File: config.mk
export PLATFORM = sky130hd
export DESIGN_NAME = fpu_issue_ctrl
export DESIGN_NICKNAME = d
export VERILOG_FILES = /design/src/rtl/fpu_defs.sv /design/src/rtl/fpu_issue_ctrl.sv
export SDC_FILE = /design/constraint.sdc
export NUM_CORES = 1
export LEC_CHECK = 0
export CAP_MARGIN = 30
export CELL_PAD_IN_SITES_DETAIL_PLACEMENT = 1
export CELL_PAD_IN_SITES_GLOBAL_PLACEMENT = 1
export CORE_MARGIN = 2
export CORE_UTILIZATION = 40
export CTS_CLUSTER_DIAMETER = 30
export DETAILED_ROUTE_END_ITERATION = 16
export DONT_BUFFER_PORTS = 1
export PLACE_DENSITY_LB_ADDON = 0.1
export SLEW_MARGIN = 0
export SYNTH_ARGS = -nofsm -noshare
export SYNTH_HDL_FRONTEND = slang
export SYNTH_SLANG_ARGS = --single-unit
File: constraint.sdc
create_clock -name clk -period 5 [get_ports clk]
set_clock_uncertainty 0.2 [all_clocks]
set_input_delay 1.5 -clock clk [delete_from_list [all_inputs] [get_ports clk]]
set_output_delay 1.5 -clock clk [all_outputs]
set_load 0.1 [all_outputs]
File: src/rtl/fpu_defs.sv
// Shared FPU definitions: datapath widths, issue-controller timeout and FSM states.
package fpu_defs;

   localparam int C_OP          = 32;
   localparam int C_RM          = 3;
   localparam int C_CMD         = 4;
   localparam int C_FPU_TIMEOUT = 16;

   typedef enum logic [1:0] {
      IDLE,
      ISSUE,
      RESP
   } fpu_issue_state_t;

endpackage

File: src/rtl/fpu_issue_ctrl.sv
// Core-side initiator for the private FPU: takes one request at a time, holds
// the command on the FPU until it answers (or a timeout expires), then returns
// the result with its tag to writeback.
module fpu_issue_ctrl #(
   parameter int C_OP      = fpu_defs::C_OP,
   parameter int C_RM      = fpu_defs::C_RM,
   parameter int C_CMD     = fpu_defs::C_CMD,
   parameter int C_TAG     = 5,
   parameter int C_TIMEOUT = fpu_defs::C_FPU_TIMEOUT
) (
   input  logic             clk,
   input  logic             rst,

   input  logic             req_valid_i,
   output logic             req_ready_o,
   input  logic [C_OP-1:0]  req_operand_a_i,
   input  logic [C_OP-1:0]  req_operand_b_i,
   input  logic [C_RM-1:0]  req_rm_i,
   input  logic [C_CMD-1:0] req_cmd_i,
   input  logic [C_TAG-1:0] req_tag_i,

   output logic [C_OP-1:0]  fpu_operand_a_o,
   output logic [C_OP-1:0]  fpu_operand_b_o,
   output logic [C_RM-1:0]  fpu_rm_o,
   output logic [C_CMD-1:0] fpu_operator_o,
   output logic             fpu_enable_o,
   input  logic             fpu_ready_i,
   input  logic [C_OP-1:0]  fpu_result_i,
   input  logic             fpu_valid_i,

   output logic             resp_valid_o,
   input  logic             resp_ready_i,
   output logic [C_OP-1:0]  resp_result_o,
   output logic [C_TAG-1:0] resp_tag_o,
   output logic             resp_err_o
);

   localparam int CW = $clog2(C_TIMEOUT);
   localparam logic [CW-1:0] CNT_LAST = CW'(C_TIMEOUT - 1);

   fpu_defs::fpu_issue_state_t state_q;
   fpu_defs::fpu_issue_state_t state_d;

   logic [CW-1:0] cnt_q;
   logic          accept;
   logic          timeout_hit;

   assign accept      = req_valid_i && req_ready_o;
   assign timeout_hit = (cnt_q == CNT_LAST);

   // State register; reset abandons whatever operation is in flight.
   always_ff @(posedge clk) begin
      if (rst) begin
         state_q <= fpu_defs::IDLE;
      end else begin
         state_q <= state_d;
      end
   end

   // Next state: a valid FPU result beats a timeout landing in the same cycle,
   // and a response handshake may chain straight into the next request.
   always_comb begin
      state_d = state_q;
      unique case (state_q)
         fpu_defs::IDLE: begin
            if (accept) begin
               state_d = fpu_defs::ISSUE;
            end
         end
         fpu_defs::ISSUE: begin
            if (fpu_valid_i || timeout_hit) begin
               state_d = fpu_defs::RESP;
            end
         end
         fpu_defs::RESP: begin
            if (resp_ready_i) begin
               state_d = accept ? fpu_defs::ISSUE : fpu_defs::IDLE;
            end
         end
         default: state_d = fpu_defs::IDLE;
      endcase
   end

   // Request ready: only when the FPU can take work and no result is stuck.
   always_comb begin
      req_ready_o = 1'b0;
      unique case (state_q)
         fpu_defs::IDLE:  req_ready_o = fpu_ready_i;
         fpu_defs::ISSUE: req_ready_o = 1'b0;
         fpu_defs::RESP:  req_ready_o = resp_ready_i && fpu_ready_i;
         default:         req_ready_o = 1'b0;
      endcase
   end

   // Registered FPU command, response fields and the saturating wait counter.
   always_ff @(posedge clk) begin
      if (rst) begin
         cnt_q           <= '0;
         fpu_operand_a_o <= '0;
         fpu_operand_b_o <= '0;
         fpu_rm_o        <= '0;
         fpu_operator_o  <= '0;
         fpu_enable_o    <= 1'b0;
         resp_valid_o    <= 1'b0;
         resp_result_o   <= '0;
         resp_tag_o      <= '0;
         resp_err_o      <= 1'b0;
      end else begin
         unique case (state_q)
            fpu_defs::ISSUE: begin
               if (cnt_q != CNT_LAST) begin
                  cnt_q <= cnt_q + CW'(1);
               end
               if (fpu_valid_i) begin
                  resp_result_o <= fpu_result_i;
                  resp_err_o    <= 1'b0;
                  resp_valid_o  <= 1'b1;
                  fpu_enable_o  <= 1'b0;
               end else if (timeout_hit) begin
                  resp_result_o <= '0;
                  resp_err_o    <= 1'b1;
                  resp_valid_o  <= 1'b1;
                  fpu_enable_o  <= 1'b0;
               end
            end
            fpu_defs::RESP: begin
               if (resp_ready_i) begin
                  resp_valid_o <= 1'b0;
               end
            end
            default: begin
            end
         endcase

         if (accept) begin
            cnt_q           <= '0;
            fpu_operand_a_o <= req_operand_a_i;
            fpu_operand_b_o <= req_operand_b_i;
            fpu_rm_o        <= req_rm_i;
            fpu_operator_o  <= req_cmd_i;
            fpu_enable_o    <= 1'b1;
            resp_tag_o      <= req_tag_i;
         end
      end
   end

endmodule

==> out/results.ini, run 1 <==
[clock_network]
cts_resized=0
post-cts-setup-buffers=0
cts.hold.buffers_added=0
cts_tree=built
numCtsBuffers=17
root_buffer=clkbuf_16
clkTransAtPathRegs_ns=0.05
clock_latency_ns=0.41
cts_num_sinks=117
cts_max_level=4
clockBufferDepth=2

[timing]
finalCritPeriodShare=0.727
timing.fmax_ghz=0.275
worst_slew_pin_slew_ns=1.02
report.final.slew_viol_count=0
rsz0062_at_grt=false
setup_viol=0
max-slew-margin-rel=0.316
hold_violations=0
setup_slack_ns=1.37
min_period_ns=3.63
setup-tns-final_ns=0
hold_slack_ns=0.317

[routing]
viasPerCell=6.43
highest_layer=met4
ant_nets=0
vias=4306
detail_route.wirelength_mm=15.1
met1_length_mm=6.41
wl_per_cell_um=22.6
first_iter_violations=314
met2_length_mm=6.91
drt_pre_antenna_iters=5
met3_length_mm=1.51
drcViolationCount=0

[pwr]
p_sw_uw=817
powerDensity_nw_per_um2=515
p_seq_frac=0.456
power.share.clock=0.493
switching_share=0.293
p_int_mw=1.98
cellLeakagePower_nw=1.82
comb_power_share=0.051
worst_ir_drop_vdd_v=0.000280

[layout]
nFillCells=1360
nNetsFinal=625
drive_gt1_frac=0.0899
syn2layout_area_growth_pct=12.2
n_antenna_cell=0

[critical_path]
cp-end-kind=output port
start_kind=input port
r2r_start=state_q[0]
critical_path_class=in2out
worstPathArrival_ns=1.93
r2r-end=fpu_operand_b_o[11]
cp-endpoint=req_ready_o
required_ns=3.30
r2r_slack_ns=2.78
cp-startpoint=fpu_ready_i
path_max_fanout=2
r2r_cells=4

[floorplanning]
die_height_um=114
initial_core_util=0.406
core-area_um2=11900
dieArea_um2=13000
io-pin-count=226
die_w_um=114
std_cell_rows=40

[logic_synthesis]
synth_top_family_by_area=compound AO/OA/AOI/OAI gates
yosys_most_used_dff=dfxtp_1
syn_nets=674
avgSynthCellArea_um2=8.65
synthMuxAreaShare=0
synth_edf_count=0
synth_xor_area_frac=0
ys_ff_latch=117
synthesis.instances=559
ys_warn_count=0
synth-adder-area-share=0.00259
synth-compound-area-share=0.285
ys_async_sr_fraction=0
synth-simple-area-share=0.149
synth.distinct_cells=29
ys_seq_area_frac=0.484
netlist_area_um2=4840

[hold_path]
hold_depth=2
min_path_type=reg2reg

[run]
cap_violations=0

[place]
io_buffers=0
gp_congestion=0.750
dp_slack_ns=1.36
hpwl_mm=8.76

[global_routing]
antenna_found_initial=0
grt_pass1_wl_mm=23.0
grt_use_total=0.227
grt_remaining_overflow=0
grt_pass1_vias=4277
grt_start_max_net_pins=114

[status]
status=finished clean

-- kinds of logic (layout without fill, tap and decap cells) --
| kind of cell | Yosys count | count (layout) |
|---|---|---|
| flops | 117 | 117 |
| fa+ha+maj | 1 | 1 |
| compound gates | 231 | 231 |
| buf+inv | 80 | 44 |
| simple gates | 130 | 130 |
-- power by group through the flow --
stage / combinational [mW] / clock [mW] / sequential (mW)
2_1_floorplan: 0.140 / 0 / 1.28
3_3_place_gp: 0.137 / 0 / 1.29
3_5_place_dp: 0.143 / 0 / 1.29
4_1_cts: 0.144 / 1.40 / 1.27
5_1_grt: 0.160 / 1.45 / 1.28
6_report: 0.144 / 1.38 / 1.27
-- registers in the layout, summed over array words and instances (netlist names) --
register         flops
fpu_operand_a_o     32
fpu_operator_o       4
fpu_operand_b_o     32
resp_tag_o           5
resp_valid_o         1
resp_result_o       32
cnt_q                4
state_q              2
fpu_rm_o             3
resp_err_o           1
fpu_enable_o         1
-- cell usage after synthesis (all sizes together), types with 2 or more instances --
library cell	n	area (µm²)
or3	3	18.8
o21ai	35	175
buf	41	230
nand2b	3	18.8
nand3b	2	15.0
nand3	2	10.0
inv	2	7.50
clkbuf	37	141
nor3	3	15.0
nand2	33	124
nor2b	3	18.8
dfxtp	117	2340
nand4	76	475
o31ai	78	591
nor2	3	11.3
a21oi	114	571
-- layer usage --
metal | GRT usage | vias to the layer above
li1 | - | 2024
met1 | 0.288 | 2088
met2 | 0.332 | 173
met3 | 0.103 | 21
met4 | 0.0951 | 0
met5 | 0 | -
-- worst max-delay path, stage by stage --
cell and delay (ns):
nand2b_2 0.05, nor2_2 0.08, buf_4 0.29
-- metrics by stage --
stage               total power, mW  std cells  area, µm²  utilization
floorplan                      1.42        559       4840            -
global placement               1.43        636       4730        0.397
detailed placement             1.44        637       4760        0.399
CTS                            2.82        669       5420        0.455
global route                   2.89        670       5430        0.456
finish                         2.79        670       5430        0.456
-- worst min path at each step --
stage | end | start | slack, ns
CTS | cnt_q[0] | cnt_q[0] | 0.32
global placement | cnt_q[1] | cnt_q[1] | 0.28
global route | cnt_q[1] | cnt_q[1] | 0.34
detailed placement | cnt_q[0] | cnt_q[0] | 0.31
finish | cnt_q[1] | cnt_q[1] | 0.32
floorplan | cnt_q[1] | cnt_q[1] | 0.27
-- cell usage in the layout (no fill, tap or decap), types with 2 or more instances in the layout --
cell type	synthesis	routed
nand3b_1	2	2
nor2b_4	0	2
clkbuf_8	0	2
a21oi_1	114	114
nand2_1	33	33
nand4_1	76	76
or3_1	3	3
clkinv_2	0	4
nand2b_2	0	2
o21ai_0	35	35
clkbuf_1	35	4
buf_4	2	8
nor2_1	3	2
clkbuf_16	0	17
dfxtp_1	117	117
nor3_1	3	3
bufinv_16	0	6
nand3_1	2	2
o31ai_1	77	77
-- cell type report --
class                           count  area (µm²)  area share
Timing Repair Buffer               10        91.3      0.0168
Clock inverter                     10         200      0.0369
Multi-Input combinational cell    362        2140       0.394
Tap cell                          147         184      0.0339
Clock buffer                       22         464      0.0855
Inverter                            2        7.51     0.00138
Sequential cell                   117        2340       0.432
No activity file was read; power rests on OpenSTA's default activity.
==> run 2: changes to the inputs <==
==> constraint.sdc (replaced) <==
create_clock -name clk -period 3.3 [get_ports clk]
set_clock_uncertainty 0.2 [all_clocks]
set_input_delay 0.99 -clock clk [delete_from_list [all_inputs] [get_ports clk]]
set_output_delay 0.99 -clock clk [all_outputs]
set_load 0.1 [all_outputs]
==> out/results.ini, run 2 (same netlist as run 1, synthesis figures left out) <==
[place]
io_buffers=0
post_dp_cell_area_um2=5620
hpwl_mm=9.74
dp_slack_ns=0.744
gp_congestion=0.758

[layout]
n_antenna_cell=0
final_area_um2=6170
nFillCells=1378
regArea_um2=2340
reg.largest.list=fpu_operand_a_o x32, fpu_operand_b_o x32, resp_result_o x32
multiInputGateArea_um2=2150
syn2layout_area_growth_pct=27.7
mostFrequentLayoutCells=dfxtp_1, buf_4, a21oi_1, o31ai_1, nand4_1
nNetsFinal=735
drive_gt1_frac=0.246

[pwr]
worst_ir_drop_vdd_v=0.000282
totalPowerFinal_mw=3.96
cellLeakagePower_nw=2.37
powerDensity_nw_per_um2=642

[clock_network]
cts.hold.buffers_added=0
cts_max_level=4
clkTransAtPathRegs_ns=0.05
root_buffer=clkbuf_16
numCtsBuffers=17
post-cts-setup-buffers=0
cts_tree=built
cts_resized=0
clockBufferDepth=2
clock_latency_ns=0.41
cts_num_sinks=117

[global_routing]
antenna_found_initial=0
grt_pass1_wl_mm=24.8
grt_start_max_net_pins=114
grt_use_total=0.241
grt_pass1_vias=4841
grt_remaining_overflow=0

[routing]
vias=4718
wl_per_cell_um=20.4
drcViolationCount=0
first_iter_violations=287
ant_nets=0
viasPerCell=6.06
detail_route.wirelength_mm=15.9
drt_pre_antenna_iters=4

[critical_path]
r2r_slack_ns=1.18
required_ns=2.11
r2r_cells=4
critical_path_class=reg2out
path_max_fanout=2
start_kind=flip-flop
worstPathArrival_ns=1.38
cp-end-kind=output port
r2r-end=cnt_q[3]
r2r_start=state_q[0]

[timing]
setup-tns-final_ns=0
worst_slew_pin_slew_ns=0.982
rsz0062_at_grt=false
min_period_ns=2.57
max-slew-margin-rel=0.345
setup_slack_ns=0.734
setup_viol=0
hold_violations=0
timing.fmax_ghz=0.390
hold_slack_ns=0.268
finalCritPeriodShare=0.778
report.final.slew_viol_count=0

[run]
cap_violations=0

[hold_path]
min_to=fpu_rm_o[2]
min_path_type=reg2reg
worstHoldStart=fpu_rm_o[2]
hold_depth=2

[floorplanning]
io-pin-count=226
std_cell_rows=40
die_height_um=114
dieArea_um2=13000
initial_core_util=0.406
die_w_um=114
core-area_um2=11900

[status]
status=finished clean

[run 2: changes by cell type in the layout (fill, tap and decap cells not counted)]
| cell | previous run | this run |
|---|---|---|
| buf_12 | 0 | 3 |
| buf_16 | 1 | 0 |
| buf_4 | 8 | 117 |
| bufinv_16 | 6 | 1 |
| clkbuf_8 | 2 | 5 |
| clkinv_2 | 4 | 3 |
| nand2b_2 | 2 | 1 |
| nand2b_4 | 0 | 1 |
| nor2_2 | 1 | 0 |
| nor2_4 | 0 | 1 |
[run 2: layout make-up]
| type | instances | share of cell area |
|---|---|---|
| multi-input cells | 362 | 0.348 |
| inverters | 2 | 0.00122 |
| repair buffers | 120 | 0.152 |
| clock inverters | 4 | 0.00730 |
| flip-flops and latches | 117 | 0.379 |
| well taps | 147 | 0.0298 |
| clock buffers | 26 | 0.0825 |
[run 2: how the worst max path moves through the flow]
stage	cells after the start	slack [ns]	endpoint	from
final	0	0.73	fpu_operand_b_o[24]	fpu_operand_b_o[24]
after global routing	0	0.70	fpu_operand_b_o[13]	fpu_operand_b_o[13]
after CTS	0	0.72	fpu_operand_b_o[12]	fpu_operand_b_o[12]
after detailed placement	4	0.74	cnt_q[2]	resp_ready_i
after global placement	3	0.76	req_ready_o	resp_ready_i
after floorplan	5	0.19	req_ready_o	fpu_ready_i
[run 2: layer usage]
layer | track usage | vias up | share of wire
met5 | 0 | - | 0
met2 | 0.392 | 169 | 0.48
met1 | 0.281 | 2298 | 0.41
met4 | 0.110 | 0 | 0.029
li1 | - | 2216 | -
met3 | 0.0914 | 35 | 0.085
[run 2: power breakdown]
part / total, mW / switching (mW) / leakage, nW / internal [mW]
Combinational: 0.721 / 0.577 / 1.15 / 0.143
Clock: 1.72 / 0.603 / 0.276 / 1.12
Sequential: 1.52 / 0.0422 / 0.952 / 1.47
[run 2: tightest hold or removal path, delay by kind of cell (launching register included)]
kind,cells,cell delay [ns]
flops,1,0.30
compound gates,2,0.12
[run 2: per-stage QoR]
step | util | cells
floorplan | - | 559
global placement | 0.472 | 748
detailed placement | 0.472 | 748
CTS | 0.518 | 778
global route | 0.518 | 778
finish | 0.518 | 778
